===== config.mk =====
export PLATFORM = sky130hd
export DESIGN_NAME = spi_flash_responder
export DESIGN_NICKNAME = d
export VERILOG_FILES = /design/src/rtl/spi_flash_responder.sv
export SDC_FILE = /design/constraint.sdc
export NUM_CORES = 1
export LEC_CHECK = 0
export ABC_AREA = 1
export BUFFER_PORTS_ARGS = -buffer_cell sky130_fd_sc_hd__clkbuf_2
export CAP_MARGIN = 15
export CELL_PAD_IN_SITES_DETAIL_PLACEMENT = 1
export CELL_PAD_IN_SITES_GLOBAL_PLACEMENT = 2
export CORE_ASPECT_RATIO = 0.9
export CORE_MARGIN = 2
export CORE_UTILIZATION = 30
export CTS_CLUSTER_DIAMETER = 120
export DETAILED_ROUTE_END_ITERATION = 8
export PLACE_DENSITY_LB_ADDON = 0.1
export SETUP_SLACK_MARGIN = 0.15
export SLEW_MARGIN = 20
export SYNTH_ARGS = -nofsm -noshare
export SYNTH_HDL_FRONTEND = slang
export SYNTH_SLANG_ARGS = --single-unit

===== constraint.sdc =====
create_clock -name clk50 -period 3.35 [get_ports clk50]
set_input_delay 0.1675 -clock clk50 [delete_from_list [all_inputs] [get_ports clk50]]
set_output_delay 0.1675 -clock clk50 [all_outputs]
set_load 0.005 [all_outputs]

===== src/rtl/spi_flash_responder.sv =====
// rtl/spi_flash_responder.sv - SPI flash read responder (RDID, RDSR, FAST_READ)
//
// Answers a subset of serial-flash commands from a host in SPI mode 0:
//   0x9F RDID      : returns JEDEC_ID MSB byte first, then 0x00
//   0x05 RDSR      : returns STATUS_VAL for every byte
//   0x0B FAST_READ : 3 address bytes, 1 dummy byte, then streamed data
// Any other command is swallowed with MISO disabled until CS goes high.
// The SPI pins are oversampled on clk50 through 2-flop synchronizers.
//
// Ports:
//   clk50          system clock, all logic on its rising edge
//   rst            asynchronous active-high reset
//   spi_sck_i      host SPI clock (mode 0, at most clk50/8)
//   spi_cs_n_i     host chip select, active low
//   spi_mosi_i     host serial data in
//   spi_miso_o     serial data out, held 0 while spi_miso_oe_o is 0
//   spi_miso_oe_o  output enable for spi_miso_o
//   mem_req_o      one-cycle byte read request strobe
//   mem_addr_o     byte address, valid with mem_req_o
//   mem_data_i     read data, valid with mem_ack_i
//   mem_ack_i      one-cycle read completion strobe
//   busy_o         high while chip select is asserted (synchronized)
//   underrun_o     sticky: a data byte was due before its read completed

module spi_flash_responder #(
    parameter logic [23:0] JEDEC_ID   = 24'h202018,
    parameter logic [7:0]  STATUS_VAL = 8'h00
) (
    input  logic        clk50,
    input  logic        rst,
    input  logic        spi_sck_i,
    input  logic        spi_cs_n_i,
    input  logic        spi_mosi_i,
    output logic        spi_miso_o,
    output logic        spi_miso_oe_o,
    output logic        mem_req_o,
    output logic [23:0] mem_addr_o,
    input  logic [7:0]  mem_data_i,
    input  logic        mem_ack_i,
    output logic        busy_o,
    output logic        underrun_o
);

    typedef enum logic [2:0] {
        IDLE,
        CMD,
        ADDR,
        DUMMY,
        DATA,
        ID,
        STAT,
        IGNORE
    } state_t;

    state_t state;
    state_t state_next;

    // Synchronizers plus one history flop for edge detection
    logic sck_meta, sck_s, sck_d;
    logic cs_meta, cs_s, cs_d;
    logic mosi_meta, mosi_s;

    // Serial datapath
    logic [2:0]  bit_cnt;
    logic [6:0]  rx_shift;
    logic [7:0]  tx_shift;
    logic        load_pend;
    logic        miso_q;
    logic        oe_q;
    logic [1:0]  byte_cnt;
    logic [15:0] addr_shift;
    logic [1:0]  id_idx;

    // Memory read side
    logic [23:0] next_addr;
    logic        req_due;
    logic        pending;
    logic        discard;
    logic        data_valid;
    logic [7:0]  data_buf;
    logic        mem_req_q;
    logic [23:0] mem_addr_q;
    logic        busy_q;
    logic        underrun_q;

    logic       sck_rise;
    logic       sck_fall;
    logic       cs_start;
    logic [7:0] rx_byte;
    logic       byte_done;
    logic       resp_state;
    logic       ack_take;
    logic       load_now;
    logic       data_miss;
    logic       req_fire;
    logic [7:0] load_byte;

    always_ff @(posedge clk50 or posedge rst) begin
        if (rst) begin
            sck_meta  <= 1'b0;
            sck_s     <= 1'b0;
            sck_d     <= 1'b0;
            cs_meta   <= 1'b1;
            cs_s      <= 1'b1;
            cs_d      <= 1'b1;
            mosi_meta <= 1'b0;
            mosi_s    <= 1'b0;
        end else begin
            sck_meta  <= spi_sck_i;
            sck_s     <= sck_meta;
            sck_d     <= sck_s;
            cs_meta   <= spi_cs_n_i;
            cs_s      <= cs_meta;
            cs_d      <= cs_s;
            mosi_meta <= spi_mosi_i;
            mosi_s    <= mosi_meta;
        end
    end

    assign sck_rise   = sck_s & ~sck_d;
    assign sck_fall   = ~sck_s & sck_d;
    assign cs_start   = cs_d & ~cs_s;
    assign rx_byte    = {rx_shift, mosi_s};
    assign byte_done  = sck_rise && (bit_cnt == 3'd7) && (state != IDLE);
    assign resp_state = (state == DATA) || (state == ID) || (state == STAT);
    // A completion arriving in the very cycle a byte is due still counts
    assign ack_take   = mem_ack_i & pending & ~discard;
    assign load_now   = sck_fall & load_pend & resp_state;
    assign data_miss  = (state == DATA) & ~data_valid & ~ack_take;
    assign req_fire   = req_due & ~pending & ((state == DUMMY) || (state == DATA));

    always_ff @(posedge clk50 or posedge rst) begin
        if (rst) begin
            state <= IDLE;
        end else begin
            state <= state_next;
        end
    end

    always_comb begin
        state_next = state;
        case (state)
            IDLE: begin
                if (cs_start) begin
                    state_next = CMD;
                end
            end
            CMD: begin
                if (byte_done) begin
                    case (rx_byte)
                        8'h0B:   state_next = ADDR;
                        8'h9F:   state_next = ID;
                        8'h05:   state_next = STAT;
                        default: state_next = IGNORE;
                    endcase
                end
            end
            ADDR: begin
                if (byte_done && (byte_cnt == 2'd2)) begin
                    state_next = DUMMY;
                end
            end
            DUMMY: begin
                if (byte_done) begin
                    state_next = DATA;
                end
            end
            default: begin
            end
        endcase
        // Chip select release wins over everything
        if (cs_s) begin
            state_next = IDLE;
        end
    end

    // Byte placed on the wire at the start of the next response byte
    always_comb begin
        load_byte = 8'h00;
        case (state)
            ID: begin
                case (id_idx)
                    2'd0:    load_byte = JEDEC_ID[23:16];
                    2'd1:    load_byte = JEDEC_ID[15:8];
                    2'd2:    load_byte = JEDEC_ID[7:0];
                    default: load_byte = 8'h00;
                endcase
            end
            STAT: load_byte = STATUS_VAL;
            DATA: begin
                if (data_valid) begin
                    load_byte = data_buf;
                end else if (ack_take) begin
                    load_byte = mem_data_i;
                end else begin
                    load_byte = 8'hFF;
                end
            end
            default: load_byte = 8'h00;
        endcase
    end

    always_ff @(posedge clk50 or posedge rst) begin
        if (rst) begin
            bit_cnt    <= 3'd0;
            rx_shift   <= 7'd0;
            tx_shift   <= 8'd0;
            load_pend  <= 1'b0;
            miso_q     <= 1'b0;
            oe_q       <= 1'b0;
            byte_cnt   <= 2'd0;
            addr_shift <= 16'd0;
            id_idx     <= 2'd0;
            next_addr  <= 24'd0;
            req_due    <= 1'b0;
            pending    <= 1'b0;
            discard    <= 1'b0;
            data_valid <= 1'b0;
            data_buf   <= 8'd0;
            mem_req_q  <= 1'b0;
            mem_addr_q <= 24'd0;
            busy_q     <= 1'b0;
            underrun_q <= 1'b0;
        end else begin
            mem_req_q <= 1'b0;
            busy_q    <= ~cs_s;
            if (cs_s) begin
                // Deselected: drop partial bytes and any read in flight
                bit_cnt    <= 3'd0;
                tx_shift   <= 8'd0;
                load_pend  <= 1'b0;
                miso_q     <= 1'b0;
                oe_q       <= 1'b0;
                byte_cnt   <= 2'd0;
                id_idx     <= 2'd0;
                req_due    <= 1'b0;
                pending    <= 1'b0;
                discard    <= 1'b0;
                data_valid <= 1'b0;
            end else begin
                // Read completion; a late one for an underrun byte is dropped
                if (mem_ack_i && pending) begin
                    pending <= 1'b0;
                    discard <= 1'b0;
                    if (!discard) begin
                        data_buf   <= mem_data_i;
                        data_valid <= 1'b1;
                    end
                end

                if (req_fire) begin
                    mem_req_q  <= 1'b1;
                    mem_addr_q <= next_addr;
                    next_addr  <= next_addr + 24'd1;
                    pending    <= 1'b1;
                    req_due    <= 1'b0;
                end

                if ((state != IDLE) && sck_rise) begin
                    rx_shift <= rx_byte[6:0];
                    bit_cnt  <= bit_cnt + 3'd1;
                    if (bit_cnt == 3'd7) begin
                        load_pend <= 1'b1;
                    end
                end

                if ((state == ADDR) && byte_done) begin
                    addr_shift <= {addr_shift[7:0], rx_byte};
                    if (byte_cnt == 2'd2) begin
                        next_addr <= {addr_shift, rx_byte};
                        req_due   <= 1'b1;
                        byte_cnt  <= 2'd0;
                    end else begin
                        byte_cnt <= byte_cnt + 2'd1;
                    end
                end

                if (sck_fall) begin
                    load_pend <= 1'b0;
                    if (load_now) begin
                        oe_q     <= 1'b1;
                        miso_q   <= load_byte[7];
                        tx_shift <= {load_byte[6:0], 1'b0};
                        if ((state == ID) && (id_idx != 2'd3)) begin
                            id_idx <= id_idx + 2'd1;
                        end
                        if (state == DATA) begin
                            data_valid <= 1'b0;
                            req_due    <= 1'b1;
                            if (data_miss) begin
                                underrun_q <= 1'b1;
                                // The outstanding read now belongs to a byte already sent
                                discard    <= pending & ~mem_ack_i;
                            end
                        end
                    end else begin
                        miso_q   <= tx_shift[7];
                        tx_shift <= {tx_shift[6:0], 1'b0};
                    end
                end
            end
        end
    end

    assign spi_miso_o    = miso_q & oe_q;
    assign spi_miso_oe_o = oe_q;
    assign mem_req_o     = mem_req_q;
    assign mem_addr_o    = mem_addr_q;
    assign busy_o        = busy_q;
    assign underrun_o    = underrun_q;

endmodule


==> results of run 1 <==
[synthesized netlist by cell type (5+ instances only)]
library cell / number / area share
inv_1: 73 / 0.048
xor2_1: 7 / 0.011
nand3_1: 46 / 0.040
nand2_1: 221 / 0.15
clkbuf_1: 11 / 0.0073
o211ai_1: 5 / 0.0066
a21oi_1: 25 / 0.022
buf_2: 9 / 0.0079
inv_2: 6 / 0.0040
nand4_1: 5 / 0.0055
nor2_2: 6 / 0.0066
o21ai_0: 59 / 0.052
nor2_1: 74 / 0.049
ha_1: 7 / 0.015
dfrtp_1: 111 / 0.49
o21ai_1: 27 / 0.024
[path summary, 6_finish.rpt]
path | cells past startpoint | to | startpoint | slack (ns)
min in group asynchronous | 3 | miso_q$_DFFE_PP0N_ | rst | 0.40
max in group asynchronous | 4 | next_addr[21]$_DFFE_PP0N_ | rst | 2.14
setup reg to reg | 8 | next_addr[8]$_DFFE_PP0N_ | state[0]$_DFFE_PP0P_ | 1.23
hold reg to reg | 0 | sck_s$_DFF_PP0_ | sck_meta$_DFF_PP0_ | 0.35
hold / removal | 3 | data_buf[2]$_DFFE_PP0P_ | mem_data_i[2] | 0.02
setup / recovery | 8 | next_addr[8]$_DFFE_PP0N_ | state[0]$_DFFE_PP0P_ | 1.23
[sequential cells by signal, indices dropped and copies added, names as in the netlist, 2 cells and up]
register / flops
addr_shift: 16
tx_shift: 7
bit_cnt: 3
id_idx: 2
data_buf: 8
rx_shift: 7
mem_addr_o: 24
byte_cnt: 2
state: 3
next_addr: 24
[placed cells by master, fill, tap and decap left out, types with 2 or more instances in the layout]
cell type / count
nand2_1: 221
dfrtp_1: 111
nor2_1: 74
inv_1: 72
o21ai_0: 59
nand3_1: 46
clkbuf_2: 42
o21ai_1: 27
a21oi_1: 25
clkbuf_16: 17
dlygate4sd3_1: 8
xor2_1: 7
ha_1: 7
inv_2: 6
nor2_2: 6
o211ai_1: 5
nand4_1: 5
clkinv_2: 4
bufinv_16: 4
nor4_1: 3
nor2_4: 3
mux2_2: 3
o31ai_1: 3
clkbuf_1: 3
dfstp_2: 3
buf_4: 3
nand3_4: 2
a32oi_1: 2
a22oi_1: 2
or2_2: 2
clkbuf_8: 2
[worst reg2reg max path, delay by kind of cell, from the launching register on]
kind                   cells  cell delay (ns)
and+or+nand+nor            3             0.75
AOI/OAI and AO/OA          3             0.32
buffers and inverters      2             0.50
DFF                        1             0.41
[layer usage]
metal / global-route usage / share of wire
met1: 0.278 / 0.57
met5: 0 / 0
met2: 0.242 / 0.40
met4: 0.0397 / 0.0035
met3: 0.0405 / 0.028
[per-stage QoR]
step	setup WS, ns	instance area (sq um)	utilization	instances	total power, mW
6_report	1.23	6850	0.371	1037	3.68
4_1_cts	1.20	6850	0.371	1037	3.73
5_1_grt	0.948	6850	0.371	1037	3.84
3_3_place_gp	1.25	6150	0.333	997	1.76
2_1_floorplan	0.172	5690	-	729	1.67
3_5_place_dp	1.21	6150	0.333	997	1.77
[cell type report]
type | instances | area (sq um)
fillers | 2270 | 11600
flip-flops and latches | 114 | 2860
multi-input cells | 512 | 2430
clock buffers | 22 | 464
repair buffers | 54 | 333
well taps | 245 | 307
inverters | 80 | 303
clock inverters | 10 | 156
[power by group through the flow]
stage / sequential, mW / clock (mW) / combinational (mW)
after CTS: 1.48 / 1.97 / 0.273
after global routing: 1.49 / 2.04 / 0.308
final: 1.48 / 1.93 / 0.266
after detailed placement: 1.51 / 0 / 0.264
after global placement: 1.50 / 0 / 0.259
after floorplan: 1.48 / 0 / 0.186
[logic make-up after synthesis]
| kind of cell | after synthesis |
|---|---|
| AO/OA/AOI/OAI | 127 |
| XOR/XNOR | 7 |
| adder cells (fa/ha/maj) | 7 |
| buffers and inverters | 103 |
| flip-flops | 114 |
| multiplexers | 3 |
| AND/OR/NAND/NOR | 368 |
==> results.sh, run 1 <==
export IMPL_status="finished clean"
export IMPL_htreeDepth=4
export IMPL_insertion_delay_ns=0.43
export IMPL_worstSetupPathType="flop to flop"
export IMPL_root_buffer="clkbuf_16"
export IMPL_netlist_instances=729
export IMPL_switchingPower_uw=892
export IMPL_setup_tns_ns=0
export IMPL_clk_pin_slew_ns=0.05
export IMPL_dpl_hpwl_mm=11.9
export IMPL_num_vias=4828
export IMPL_path_buf_inv=2
export IMPL_synth_async_reset_ratio=1.00
export IMPL_slew_viol_final=0
export IMPL_yosys_mux_area_fraction=0.00594
export IMPL_dr_pass1_iters=4
export IMPL_numCtsBuffers=17
export IMPL_comb_power_share=0.072
export IMPL_finalSetupViolCount=0
export IMPL_start_util=0.308
export IMPL_diodes=0
export IMPL_yosysWarnings=0
export IMPL_port_buffers=42
export IMPL_crit_family="simple AND/OR/NAND/NOR gates"
export IMPL_hold_slack_ns=0.0183
export IMPL_p_sw_frac=0.243
export IMPL_synth_avg_cell_area_sq_um=7.81
export IMPL_area_growth_pct=20.3
export IMPL_place_gp_congestion=0.783
export IMPL_fp_row_count=47
export IMPL_worst_endpoint_required_ns=3.63
export IMPL_vias_per_cell=4.66
export IMPL_grt_max_degree=65
export IMPL_synth_adder_area_share=0.0154
export IMPL_cp_end_kind="flop"
export IMPL_crit_top_cell="inv_2"
export IMPL_grt_pass1_vias=4891
export IMPL_detail_route_wl_per_cell_microns=15.9
export IMPL_internal_power_mw=2.79
export IMPL_arrival_ns=2.41
export IMPL_skew_ns=0.0195
export IMPL_power_frac_clock=0.524
export IMPL_syn_area_sq_mm=0.00569
export IMPL_synth_seq_area_share=0.502
export IMPL_grt_usage=0.176
export IMPL_ys_types=38
export IMPL_min_period_ns=2.12
export IMPL_gr_total_overflow=0
export IMPL_syn_nets=750
export IMPL_remaining_drc_errors=0
export IMPL_grt_pass1_wl_mm=27.2
export IMPL_wirelength_mm=16.5
export IMPL_cts_num_sinks=114
export IMPL_hold_viol=0
export IMPL_synth_simple_area_share=0.275
export IMPL_hp_class="input port to flop"
export IMPL_synth_xor_area_share=0.0108
export IMPL_cts_tree="done"
export IMPL_io_pins=43
export IMPL_drt_iter0_drc=287
export IMPL_synth_top_family_by_area="simple AND/OR/NAND/NOR gates"
export IMPL_period_share=0.634
export IMPL_cp_slowest_cell="dfrtp_1"
export IMPL_ant_nets=0
export IMPL_worst_pin_slew_ns=0.690
export IMPL_max_stage_delay_ns=0.41
export IMPL_synth_edf_count=0
export IMPL_synth_ff_type="dfrtp_1"
export IMPL_max_slew_margin=0.540
export IMPL_clockBufferDepth=2
export IMPL_drv_cap=0
export IMPL_rsz0062_at_grt="false"
export IMPL_die_w_microns=149
export IMPL_synth_compound_area_frac=0.119
export IMPL_dieArea_sq_mm=0.0201
export IMPL_leakage_nw=3.34
export IMPL_ys_ff_latch=114
export IMPL_max_freq_ghz=0.471
export IMPL_pwr_share_seq=0.404
export IMPL_worstPathMaxFanout=28
export IMPL_post_cts_buffers=0
export IMPL_ir_worst_vdd_uv=325
export IMPL_drive_gt1_frac=0.133
export IMPL_core_sq_mm=0.0185
export IMPL_nNetsFinal=800
export IMPL_p_per_area_mw_per_mm2=537
export IMPL_start_kind="flop"
export IMPL_die_y_microns=135
export IMPL_ctsHoldBuffers=8
export IMPL_antenna_found_initial=0
export IMPL_cts_resized=0
export IMPL_cp_cell_sequence="inv_2 > nand2_1 > nor2_1 > nand3_4 > inv_2 > a21oi_1 > o21ai_1 > o21ai_0"
No activity file was read; power rests on OpenSTA's default activity.
==> run 2, diff against run 1 <==
ABC_AREA = 0   (was 1)
clock period = 1.9 ns   (was 3.35 ns; I/O delays follow)
==> run 2 against run 1 <==
- fmax increased by 11%
- combinational power increased by 4%
- synthesized area decreased by 6.0%
- die area decreased by 5.9%
- the flow now finishes with violations (negative setup slack)
==> results.sh, run 2 <==
export IMPL_dpl_hpwl_mm=10.3
export IMPL_worst_pin_slew_ns=0.656
export IMPL_setup_slack_ns=-0.00993
export IMPL_worstPathMaxFanout=4
export IMPL_wirelength_mm=16.5
export IMPL_drv_cap=0
export IMPL_synth_edf_count=0
export IMPL_final_common_cell="dfrtp_1"
export IMPL_hp_class="input port to asynchronous set/reset pin"
export IMPL_netlist_instances=486
export IMPL_synth_commonest_cells="dfrtp_1 (111), mux2_2 (57), a21oi_1 (43), nor2_1 (35), nand2_1 (24)"
export IMPL_htreeDepth=4
export IMPL_setup_tns_ns=-0.00993
export IMPL_cts_num_sinks=114
export IMPL_yosysWarnings=0
export IMPL_synth_avg_cell_area_sq_um=11.0
export IMPL_ys_types=56
export IMPL_max_freq_ghz=0.524
export IMPL_min_period_ns=1.91
export IMPL_hold_viol=0
export IMPL_grt_pass1_vias=4516
export IMPL_grt_usage=0.179
export IMPL_numCtsBuffers=17
export IMPL_violations="negative setup slack"
export IMPL_start_util=0.305
export IMPL_syn_nets=507
export IMPL_ys_ff_latch=114
export IMPL_synth_area_top_cells="dfrtp_1 (52%), mux2_2 (12%), a21oi_1 (4.0%)"
export IMPL_nNetsFinal=625
export IMPL_fp_row_count=46
export IMPL_io_pins=43
export IMPL_diodes=0
export IMPL_skew_ns=0.00665
export IMPL_dieArea_sq_mm=0.0189
export IMPL_synth_seq_area_share=0.534
export IMPL_die_y_microns=131
export IMPL_cts_tree="done"
export IMPL_ant_nets=0
export IMPL_area_growth_pct=46.9
export IMPL_port_buffers=42
export IMPL_gr_total_overflow=0
export IMPL_synth_async_reset_ratio=1.00
export IMPL_detail_route_wl_per_cell_microns=19.2
export IMPL_most_common_layout_cells="dfrtp_1 (110), clkbuf_2 (42), buf_4 (41), mux2_4 (40), a21oi_1 (31)"
export IMPL_worst_endpoint_required_ns=2.20
export IMPL_die_w_microns=145
export IMPL_finalSetupViolCount=1
export IMPL_leakage_nw=3.45
export IMPL_max_slew_margin=0.561
export IMPL_insertion_delay_ns=0.41
export IMPL_worstSetupPathType="flop to flop"
export IMPL_dr_pass1_iters=4
export IMPL_root_buffer="clkbuf_16"
export IMPL_antenna_found_initial=0
export IMPL_drive_gt1_frac=0.457
export IMPL_synth_top_cell_area_share=0.519
export IMPL_p_per_area_mw_per_mm2=795
export IMPL_arrival_ns=2.21
export IMPL_vias_per_cell=5.11
export IMPL_num_vias=4375
export IMPL_grt_pass1_wl_mm=25.5
export IMPL_syn_area_sq_mm=0.00535
export IMPL_grt_max_degree=69
export IMPL_clockBufferDepth=2
export IMPL_ir_worst_vdd_uv=650
export IMPL_rsz0062_at_grt="true"
export IMPL_synth_most_common_cell="dfrtp_1"
export IMPL_drt_iter0_drc=244
export IMPL_core_sq_mm=0.0176
export IMPL_place_gp_congestion=0.748
export IMPL_period_share=1.01
export IMPL_yosysTopAreaCell="dfrtp_1"
export IMPL_hold_slack_ns=0.172
export IMPL_cp_end_kind="flop"
export IMPL_synth_ff_type="dfrtp_1"
export IMPL_remaining_drc_errors=0
export IMPL_start_kind="flop"
export IMPL_clk_pin_slew_ns=0.05
export IMPL_status="finished with violations"
export IMPL_slew_viol_final=0
==> run 2: changes by cell type in the layout (fill, tap and decap cells not counted), sizes merged, moves of 7 or more <==
cell	delta
and3	+15
o22ai	+15
nand2b	+7
nand2	-199
buf	+65
o21ai	-71
a2bb2oi	+8
nor2	-48
xor2	-7
mux2	+54
nor3	+9
nand3	-30
inv	-70
a21oi	+18
==> run 2: what timing repair did <==
action,in CTS,in global routing
setup endpoints to repair,75,74
hold endpoints to repair,124,0
pin swaps,18,17
hold buffers,13,0
cloned,3,2
gates resized for setup,52,84
setup buffers,13,7
==> run 2: per-stage QoR <==
step	setup slack [ns]	cells	total power, mW	utilization	area (sq um)
6_report	-0.00993	857	6.25	0.448	7860
5_1_grt	-0.0677	857	6.49	0.448	7860
4_1_cts	0.0350	848	6.33	0.420	7360
3_5_place_dp	-0.103	787	2.85	0.355	6240
3_3_place_gp	-0.0934	787	2.84	0.355	6240
2_1_floorplan	-0.0536	486	2.72	-	5480
==> run 2: cells by family after synthesis <==
logic type / after synthesis / share of synthesized area
mux: 60 / 0.126
flops: 114 / 0.534
xor+xnor: 2 / 0.00328
buf+inv: 37 / 0.0304
compound gates: 115 / 0.140
fa+ha+maj: 7 / 0.0164
simple gates: 151 / 0.150
==> run 2: final timing paths <==
path	from	to	slack, ns	cells past startpoint
worst max-delay path	state[0]$_DFFE_PP0P_	next_addr[21]$_DFFE_PP0N_	-0.01	6
worst min-delay path	rst	next_addr[1]$_DFFE_PP0N_	0.17	3
worst max register to register	state[0]$_DFFE_PP0P_	next_addr[21]$_DFFE_PP0N_	-0.01	6
worst min register to register	cs_meta$_DFF_PP1_	cs_s$_DFF_PP1_	0.36	0
max in group asynchronous	rst	rx_shift[2]$_DFFE_PP0P_	1.11	4
min in group clk50	spi_cs_n_i	cs_meta$_DFF_PP1_	0.31	2
==> run 2: area by class of cell <==
type / instances / area, sq um
Tap cell: 240 / 300
Inverter: 10 / 41.3
Sequential cell: 114 / 2860
Multi-Input combinational cell: 335 / 2900
Clock inverter: 10 / 155
Clock buffer: 22 / 474
Timing Repair Buffer: 126 / 1130
Fill cell: 1843 / 9700
==> run 2: critical path, stage by stage (launching register included) <==
cell      delay, ns
dfrtp_1        0.38
or3b_4         0.45
a211oi_4       0.34
buf_4          0.18
nand3_4        0.11
o22a_1         0.23
o31a_1         0.10
==> run 2: metal layers <==
layer	up-vias	track usage	wire length, microns	part of all wire
met5	-	0	0	0
met4	0	0.0451	122	0.0074
met3	10	0.0488	549	0.033
met2	80	0.268	7550	0.46
met1	2262	0.258	8230	0.50
li1	2023	-	-	-
==> run 2: power by group <==
group	total [mW]	switching (mW)	internal (mW)	leakage (nW)
Clock	3.40	1.11	2.29	0.306
Combinational	0.276	0.156	0.121	1.60
Sequential	2.57	0.0794	2.49	1.55
